`config.mk`:
```
export PLATFORM = sky130hd
export DESIGN_NAME = fetch_sequencer
export DESIGN_NICKNAME = d
export VERILOG_FILES = /design/src/rtl/dlx_pkg.sv /design/src/rtl/pc_next_mux.sv /design/src/rtl/fetch_sequencer.sv
export SDC_FILE = /design/constraint.sdc
export NUM_CORES = 1
export LEC_CHECK = 0
export BUFFER_PORTS_ARGS = -buffer_cell sky130_fd_sc_hd__buf_2
export CAP_MARGIN = 20
export CORE_MARGIN = 1
export CORE_UTILIZATION = 52
export CTS_CLUSTER_DIAMETER = 30
export DETAILED_ROUTE_END_ITERATION = 16
export PLACE_DENSITY = 0.85
export SLEW_MARGIN = 30
export SYNTH_ARGS = -nofsm -noshare
export SYNTH_HDL_FRONTEND = slang
export SYNTH_HIERARCHICAL = 1
export SYNTH_SLANG_ARGS = --single-unit
```
`constraint.sdc`:
```
create_clock -name clk -period 7.5 [get_ports clk]
set_clock_uncertainty 0.1 [all_clocks]
set_input_delay 0.75 -clock clk [delete_from_list [all_inputs] [get_ports clk]]
set_output_delay 0.75 -clock clk [all_outputs]
set_load 0.05 [all_outputs]
```
`src/rtl/dlx_pkg.sv`:
```
// Shared definitions for the DLX fetch front end: fetch FSM encoding,
// halt opcode, NOP word and sequential PC stride.
package dlx_pkg;

  typedef enum logic [1:0] {
    FETCH_BOOT = 2'd0,
    FETCH_RUN  = 2'd1,
    FETCH_HALT = 2'd2
  } fetch_state_e;

  localparam logic [5:0]  HALT_OPCODE_DEFAULT = 6'h3F;
  localparam logic [31:0] NOP_WORD            = 32'h0000_0000;
  localparam logic [31:0] INSTR_BYTES_DEFAULT = 32'd4;

  function automatic logic is_halt_instr(input logic [31:0] instr,
                                         input logic [5:0]  halt_opcode);
    return (instr[31:26] == halt_opcode);
  endfunction

endpackage

```
`src/rtl/pc_next_mux.sv`:
```
// Next fetch PC selection: a redirect beats a hold, and a hold beats the
// sequential increment. Purely combinational.
module pc_next_mux
  import dlx_pkg::*;
#(
  parameter logic [31:0] INSTR_BYTES = INSTR_BYTES_DEFAULT
) (
  input  logic        redirect,
  input  logic [31:0] redirect_pc,
  input  logic        hold,
  input  logic [31:0] pc_cur,
  output logic [31:0] pc_next
);

  // Redirect targets are forced word aligned; the add wraps modulo 2^32.
  always_comb begin
    pc_next = pc_cur + INSTR_BYTES;
    if (hold) begin
      pc_next = pc_cur;
    end
    if (redirect) begin
      pc_next = redirect_pc & 32'hFFFF_FFFC;
    end
  end

endmodule

```
`src/rtl/fetch_sequencer.sv`:
```
// IF-stage sequencer for the DLX pipeline: owns the fetch PC and tracks
// which fetched instruction is valid across stalls, redirects and halt.
module fetch_sequencer
  import dlx_pkg::*;
#(
  parameter logic [31:0] RESET_PC    = 32'h0000_0000,
  parameter logic [31:0] INSTR_BYTES = INSTR_BYTES_DEFAULT,
  parameter logic [5:0]  HALT_OPCODE = HALT_OPCODE_DEFAULT
) (
  input  logic        clk,
  input  logic        rst,
  input  logic        stall,
  input  logic        redirect_valid,
  input  logic [31:0] redirect_pc,
  input  logic        resume,
  input  logic [31:0] instr_if,
  output logic [31:0] PC,
  output logic [31:0] pc_if,
  output logic        if_valid,
  output logic        flush_if,
  output logic        halted
);

  fetch_state_e state_q, state_d;
  logic [31:0]  pc_q, pc_d;
  logic [31:0]  pc_if_q, pc_if_d;
  logic         if_valid_q, if_valid_d;
  logic         take_redirect;
  logic         hold_pc;
  logic         halt_seen;

  assign halt_seen = if_valid_q && is_halt_instr(instr_if, HALT_OPCODE);

  pc_next_mux #(
    .INSTR_BYTES (INSTR_BYTES)
  ) u_pc_next_mux (
    .redirect    (take_redirect),
    .redirect_pc (redirect_pc),
    .hold        (hold_pc),
    .pc_cur      (pc_q),
    .pc_next     (pc_d)
  );

  always_comb begin
    state_d       = state_q;
    pc_if_d       = pc_if_q;
    if_valid_d    = if_valid_q;
    take_redirect = 1'b0;
    hold_pc       = 1'b1;

    case (state_q)
      FETCH_BOOT: begin
        state_d    = FETCH_RUN;
        if_valid_d = 1'b0;
      end

      FETCH_RUN: begin
        if (redirect_valid) begin
          take_redirect = 1'b1;
          if_valid_d    = 1'b0;
        end else if (halt_seen) begin
          state_d    = FETCH_HALT;
          if_valid_d = 1'b0;
        end else if (!stall) begin
          hold_pc    = 1'b0;
          pc_if_d    = pc_q;
          if_valid_d = 1'b1;
        end
      end

      FETCH_HALT: begin
        // An older branch resolving now squashes the halt outright.
        if_valid_d = 1'b0;
        if (redirect_valid) begin
          take_redirect = 1'b1;
          state_d       = FETCH_RUN;
        end else if (resume) begin
          state_d = FETCH_RUN;
        end
      end

      default: begin
        state_d    = FETCH_BOOT;
        if_valid_d = 1'b0;
      end
    endcase
  end

  always_ff @(posedge clk or posedge rst) begin
    if (rst) begin
      state_q    <= FETCH_BOOT;
      pc_q       <= RESET_PC;
      pc_if_q    <= 32'h0000_0000;
      if_valid_q <= 1'b0;
    end else begin
      state_q    <= state_d;
      pc_q       <= pc_d;
      pc_if_q    <= pc_if_d;
      if_valid_q <= if_valid_d;
    end
  end

  assign PC       = pc_q;
  assign pc_if    = pc_if_q;
  assign if_valid = if_valid_q;
  assign flush_if = ~if_valid_q;
  assign halted   = (state_q == FETCH_HALT);

endmodule

```
After elaboration in Yosys (flattened, before gate mapping)

Index checks and enable logic that the tools add are counted.

Register bits after elaboration: 67
Bits of input ports: 69
Output and inout bits: 67
Logic and storage cells: 39

$add $sub $neg: 1
Equality and inequality tests: 8
Muxes and demuxes: 17
Bitwise operators: 4
Reductions and logical operators: 5

Operators with widths:

| cell                    | count |
|---|---|
| $mux W32                | 2 |
| $add A32 B3 Y32 const B | 1 |
| $mux W1                 | 10 |
| $mux W2                 | 4 |
| $eq A6 B6 Y1 const B    | 1 |
| $ne A2 B2 Y1 const B    | 3 |
| $pmux W2 S3             | 1 |
| $ne A4 B4 Y1 const B    | 1 |
| $not A1 Y1              | 4 |
| $reduce_and A4 Y1       | 1 |
| $ne A3 B3 Y1 const B    | 1 |
| $reduce_and A3 Y1       | 1 |
| $eq A2 B1 Y1 const B    | 1 |
| $eq A2 B2 Y1 const B    | 1 |
| $logic_not A2 Y1        | 1 |
| $reduce_or A2 Y1        | 1 |
| $logic_and A1 B1 Y1     | 1 |

Logic depth before layout (Yosys ltp)

Word-level depth: 7
Depth in mapped cells: 11
Gate-level depth less buffers: 8

Modules after synthesis

The synthesis kept the hierarchy.

Modules (own cells, without submodules):

| module          | times used | cells each | area each (um^2) | seq. area each (um^2) |
|---|---|---|---|---|
| fetch_sequencer | 1          | 125        | 2384.8           | 1676.6 |
| pc_next_mux     | 1          | 162        | 963.4            | 0.0 |

Least setup slack after synthesis

OpenSTA, ideal clock, no wires.

Path kind: in2reg
Start: input instr_if[30]
End: register pc_q[31], in the netlist PC[31]
Setup time: 82 ps
Arrival: 2781 ps
Setup slack: 4537 ps
Cell stages on the path: 9
Buffers on the path: 2
Cells stage by stage: nand4_1 nor2_1 or4_4 buf_6 buf_12 nand4b_1 or4_1 or3_1 a31oi_1

Cells in the longest elaborated chain, start to end: 6

Ends and longest elaborated chain:

| element                | RTL line              | text |
|---|---|---|
| start: declaration     | fetch_sequencer.sv:16 | `input logic [31:0] instr_if,` |
| $eq A6 B6 Y1           | dlx_pkg.sv:17         | `return (instr[31:26] == halt_opcode);` |
| $logic_and A1 B1 Y1    | fetch_sequencer.sv:32 | `assign halt_seen = if_valid_q && is_halt_instr(instr_if, HALT_OPCODE);` |
| $mux W1                | fetch_sequencer.sv:61 | `end else if (halt_seen) begin` |
| $mux W1                | fetch_sequencer.sv:58 | `if (redirect_valid) begin` |
| $mux W1                | fetch_sequencer.sv:51 | `case (state_q)` |
| net hold_pc            | fetch_sequencer.sv:29 | `logic hold_pc;` |
| $ne A2 B2 Y1 (no line) | n/a                   |  |
| end signal: assignment | fetch_sequencer.sv:97 | `pc_q <= pc_d;` |
| end: declaration       | fetch_sequencer.sv:25 | `logic [31:0] pc_q, pc_d;` |

The timed path passes the listed nets, and every way through them passes these cells.
A chain may end at the register's enable or synchronous reset.

Worst setup path after layout

Start: register state_q[1]
End: register pc_q[31], in the netlist PC[31]

Cells in the longest elaborated chain, start to end: 4
Elaborated cells on any way between the ends: 7
Classes of those cells: eq/ne (3); mux (3); reduce/logical (1)

Ends and longest elaborated chain:

| element                                             | RTL line              | text |
|---|---|---|
| start: declaration                                  | fetch_sequencer.sv:24 | `fetch_state_e state_q, state_d;` |
| start signal: assignment                            | fetch_sequencer.sv:96 | `state_q <= state_d;` |
| $eq A2 B2 Y1 / $eq A2 B1 Y1 (equally long branches) | fetch_sequencer.sv:51 |  |
| $reduce_or A2 Y1 (no line) *                        | n/a                   |  |
| $mux W1 *                                           | n/a                   |  |
| $mux W32 *                                          | pc_next_mux.sv:21     | `if (redirect) begin` |
| net pc_d[31]                                        | fetch_sequencer.sv:25 |  |

Mark *: on every way through the listed nets, which the timed path passes. The rest lies on a longest branch.

==> results.sh <==
export IMPL_cap_viol_max_count=0
export IMPL_grt_pass1_wl_mm=12.0
export IMPL_ios=136
export IMPL_outcome="finished, final reports clean"
export IMPL_cts_sinks=67
export IMPL_postSynthAreaPerCell_um2=11.7
export IMPL_dr_pass1_iters=4
export IMPL_endpoint_kind="register"
export IMPL_endpoint="PC[31]"
export IMPL_r2r_start="state_q[1]"
export IMPL_worstSkewPairLatency_ps=340
export IMPL_clockBufferDepth=2
export IMPL_grt_antenna_before_repair=0
export IMPL_final_cells=474
export IMPL_syn_inst=287
export IMPL_synth_area_mm2=0.00335
export IMPL_fp_dieW_um=82.2
export IMPL_post_cts_buffers=0
export IMPL_setup_tns_ps=0
export IMPL_syn2layout_area_growth_pct=22.4
export IMPL_reg2reg_setup_slack_ps=4220
export IMPL_final_max_slew_viol_count=0
export IMPL_port_buffers=107
export IMPL_clockRootBuffer="clkbuf_8"
export IMPL_worstPathMaxFanout=38
export IMPL_drive_above_1_share_pct=41.6
export IMPL_dieArea_mm2=0.00676
export IMPL_worstRegToRegCells=8
export IMPL_nNetsFinal=469
export IMPL_critical_path_class="reg -> reg"
export IMPL_wl_per_cell_um=16.1
export IMPL_core_mm2=0.00606
export IMPL_p_per_area_mw_per_mm2=531
export IMPL_power_share_clock_pct=13.6
export IMPL_fill_cells=466
export IMPL_dp_cells=457
export IMPL_hold_buffers=0
export IMPL_rows=28
export IMPL_grt_max_degree=68
export IMPL_postCtsResizedCells=0
export IMPL_die_h_um=82.2
export IMPL_grt_pass1_vias=2454
export IMPL_hold_ws_ps=309
export IMPL_synth_net_count=362
export IMPL_p_comb_share_pct=54.0
export IMPL_worst_slack_ps=4220
export IMPL_grt_ovfl_total=0
export IMPL_ir_drop_uv=288
export IMPL_vias=2641
export IMPL_max_slew_margin_rel_pct=54.4
export IMPL_cts_clk_slew_worst_paths_ps=80
export IMPL_drc=0
export IMPL_drt_iter0_markers=131
export IMPL_ant_nets=0
export IMPL_critPathLaunchType="register"
export IMPL_diodes=0
export IMPL_worstSetupStartpoint="state_q[1]"
export IMPL_worstMarginPinSlew_ps=684
export IMPL_swShare_pct=52.6
export IMPL_max_clock_freq_mhz=305
export IMPL_intPower_w=0.00103
export IMPL_ys_ff_latch=67
export IMPL_cp_required_ps=7660
export IMPL_finalPower_w=0.00218
export IMPL_ys_warn_count=6
export IMPL_synth_edff_count=0
export IMPL_setup_viol_count_final=0
export IMPL_dp_slack_ps=4110
export IMPL_place_congestion=0.752
export IMPL_rr_endpoint="PC[31]"
export IMPL_grt_usage_pct=23.9
export IMPL_period_minus_slack_ps=3280
export IMPL_p_sw_w=0.00114
export IMPL_cts_tree="built"
export IMPL_total_leakage_power_nw=2.00
export IMPL_hold_viol=0
export IMPL_dp_hpwl_mm=5.12
export IMPL_vias_per_cell=5.57
export IMPL_power_frac_seq_pct=32.4
export IMPL_crit_arrival_ps=3430
export IMPL_ys_async_sr_fraction_pct=100
export IMPL_initial_core_util_pct=55.2
export IMPL_routed_wl_mm=7.61
export IMPL_htreeDepth=3
export IMPL_grt_setup_unrepaired="false"
export IMPL_synthFlopType="dfrtp_1"
export IMPL_hold_class="in -> async"
export IMPL_numCtsBuffers=9
export IMPL_fin_crit_sh_pct=43.7
export IMPL_ys_types=40
export IMPL_yosysSeqAreaShare_pct=50.1
critical path, stage by stage, from the launching register on:
cell and delay [ps]:
dfrtp_1 410, inv_1 110, ha_1 170, inv_1 60
or4_4 840, nand4b_1 420, or4_1 560, or3_1 320
a31oi_1 170
stage by stage:
stage | cell area [µm²] | utilization (%)
floorplan | 3350 | -
global placement | 3880 | 64.0
detailed placement | 3880 | 64.0
CTS | 4070 | 67.2
global route | 4100 | 67.6
finish | 4100 | 67.6
Yosys cell counts (2+ instances only):
library cell | number | area [µm²]
mux2_4 | 29 | 435
buf_2 | 2 | 10.0
xor2_1 | 10 | 87.6
inv_1 | 7 | 26.3
nand3_1 | 10 | 50.1
buf_12 | 3 | 60.1
a31oi_1 | 14 | 87.6
o21ai_0 | 25 | 125
xnor2_1 | 5 | 43.8
and3_1 | 3 | 18.8
or4_1 | 7 | 52.6
nor2_1 | 17 | 63.8
mux2_2 | 4 | 45.0
dfrtp_1 | 67 | 1680
nand3_2 | 2 | 20.0
nand4_1 | 9 | 56.3
clkbuf_1 | 7 | 26.3
or3_1 | 8 | 50.1
o31ai_1 | 6 | 45.0
nor2b_1 | 2 | 12.5
nand2_1 | 22 | 82.6
and4_1 | 4 | 35.0
ha_1 | 6 | 75.1
mux2i_1 | 2 | 20.0
registers in the layout, indices dropped and copies added (netlist names):
signal / flops
pc_if: 32
if_valid: 1
PC: 32
state_q: 2
routing by layer:
| metal | vias up | wire length (µm) | GRT usage [%] |
|---|---|---|---|
| met5 | - | 0 | 0 |
| met3 | 18 | 333 | 5.27 |
| met1 | 1289 | 3350 | 31.4 |
| li1 | 1250 | - | - |
| met4 | 0 | 185 | 11.6 |
| met2 | 84 | 3740 | 37.4 |
power groups by stage:
| stage | clock, W | combinational [W] | sequential, W |
|---|---|---|---|
| floorplan | 0 | 0.000390 | 0.00123 |
| global placement | 0 | 0.00115 | 0.000693 |
| detailed placement | 0 | 0.00118 | 0.000708 |
| CTS | 0.000302 | 0.00118 | 0.000705 |
| global route | 0.000320 | 0.00125 | 0.000734 |
| finish | 0.000296 | 0.00118 | 0.000705 |
how the worst min path moves through the flow:
stage               startpoint         end  slack, ps  depth (start not counted)
finish                     rst    pc_if[5]        310                          3
floorplan           state_q[1]  state_q[1]        430                          1
global route               rst    pc_if[6]        320                          3
CTS                   pc_if[1]    pc_if[1]        410                          1
detailed placement   pc_if[29]   pc_if[29]        390                          1
global placement     pc_if[10]   pc_if[10]        390                          1
cell usage in the layout (no fill, tap or decap), drive strengths merged:
| cell | netlist | final |
|---|---|---|
| nor2 | 17 | 17 |
| mux2 | 33 | 33 |
| and3 | 3 | 3 |
| and3b | 1 | 1 |
| a22oi | 1 | 1 |
| nand4 | 10 | 10 |
| a2111oi | 1 | 1 |
| or3 | 8 | 8 |
| dfrtp | 67 | 67 |
| or4 | 8 | 8 |
| bufinv | 0 | 1 |
| and2 | 1 | 1 |
| clkbuf | 7 | 11 |
| and4 | 5 | 5 |
| nor2b | 2 | 2 |
| clkinv | 0 | 3 |
| ha | 6 | 6 |
| nand4b | 1 | 1 |
| nand2 | 23 | 23 |
| xnor2 | 5 | 5 |
| inv | 8 | 8 |
| a31oi | 14 | 14 |
| buf | 7 | 110 |
| nor4 | 1 | 1 |
| xor2 | 10 | 10 |
| and2b | 1 | 1 |
| o31ai | 6 | 6 |
| and4b | 1 | 1 |
| clkinvlp | 0 | 1 |
| nand3 | 12 | 12 |
| o21ai | 25 | 25 |
| o21bai | 1 | 1 |
| mux2i | 2 | 2 |
final cells by class:
type                            instances  area, µm²  share of cell area [%]
Clock buffer                           11        141                    3.45
Inverter                                8       30.0                   0.733
Timing Repair Buffer                  110        578                    14.1
Clock inverter                          5       52.6                    1.28
Multi-Input combinational cell        198       1530                    37.2
Sequential cell                        67       1680                    40.9
Tap cell                               75       93.8                    2.29
kinds of logic (layout without fill, tap and decap cells):
kind of cell             count (synthesis)  in the layout  synth area share, %
XOR/XNOR                                15             15                 3.92
adder cells (fa/ha/maj)                  6              6                 2.24
AND/OR/NAND/NOR                         94             94                 16.1
multiplexers                            35             35                 14.9
buffers and inverters                   22            134                 4.34
flip-flops                              67             67                 50.1
AO/OA/AOI/OAI                           48             48                 8.41
Note: power is estimated with default switching activity, not from simulation.
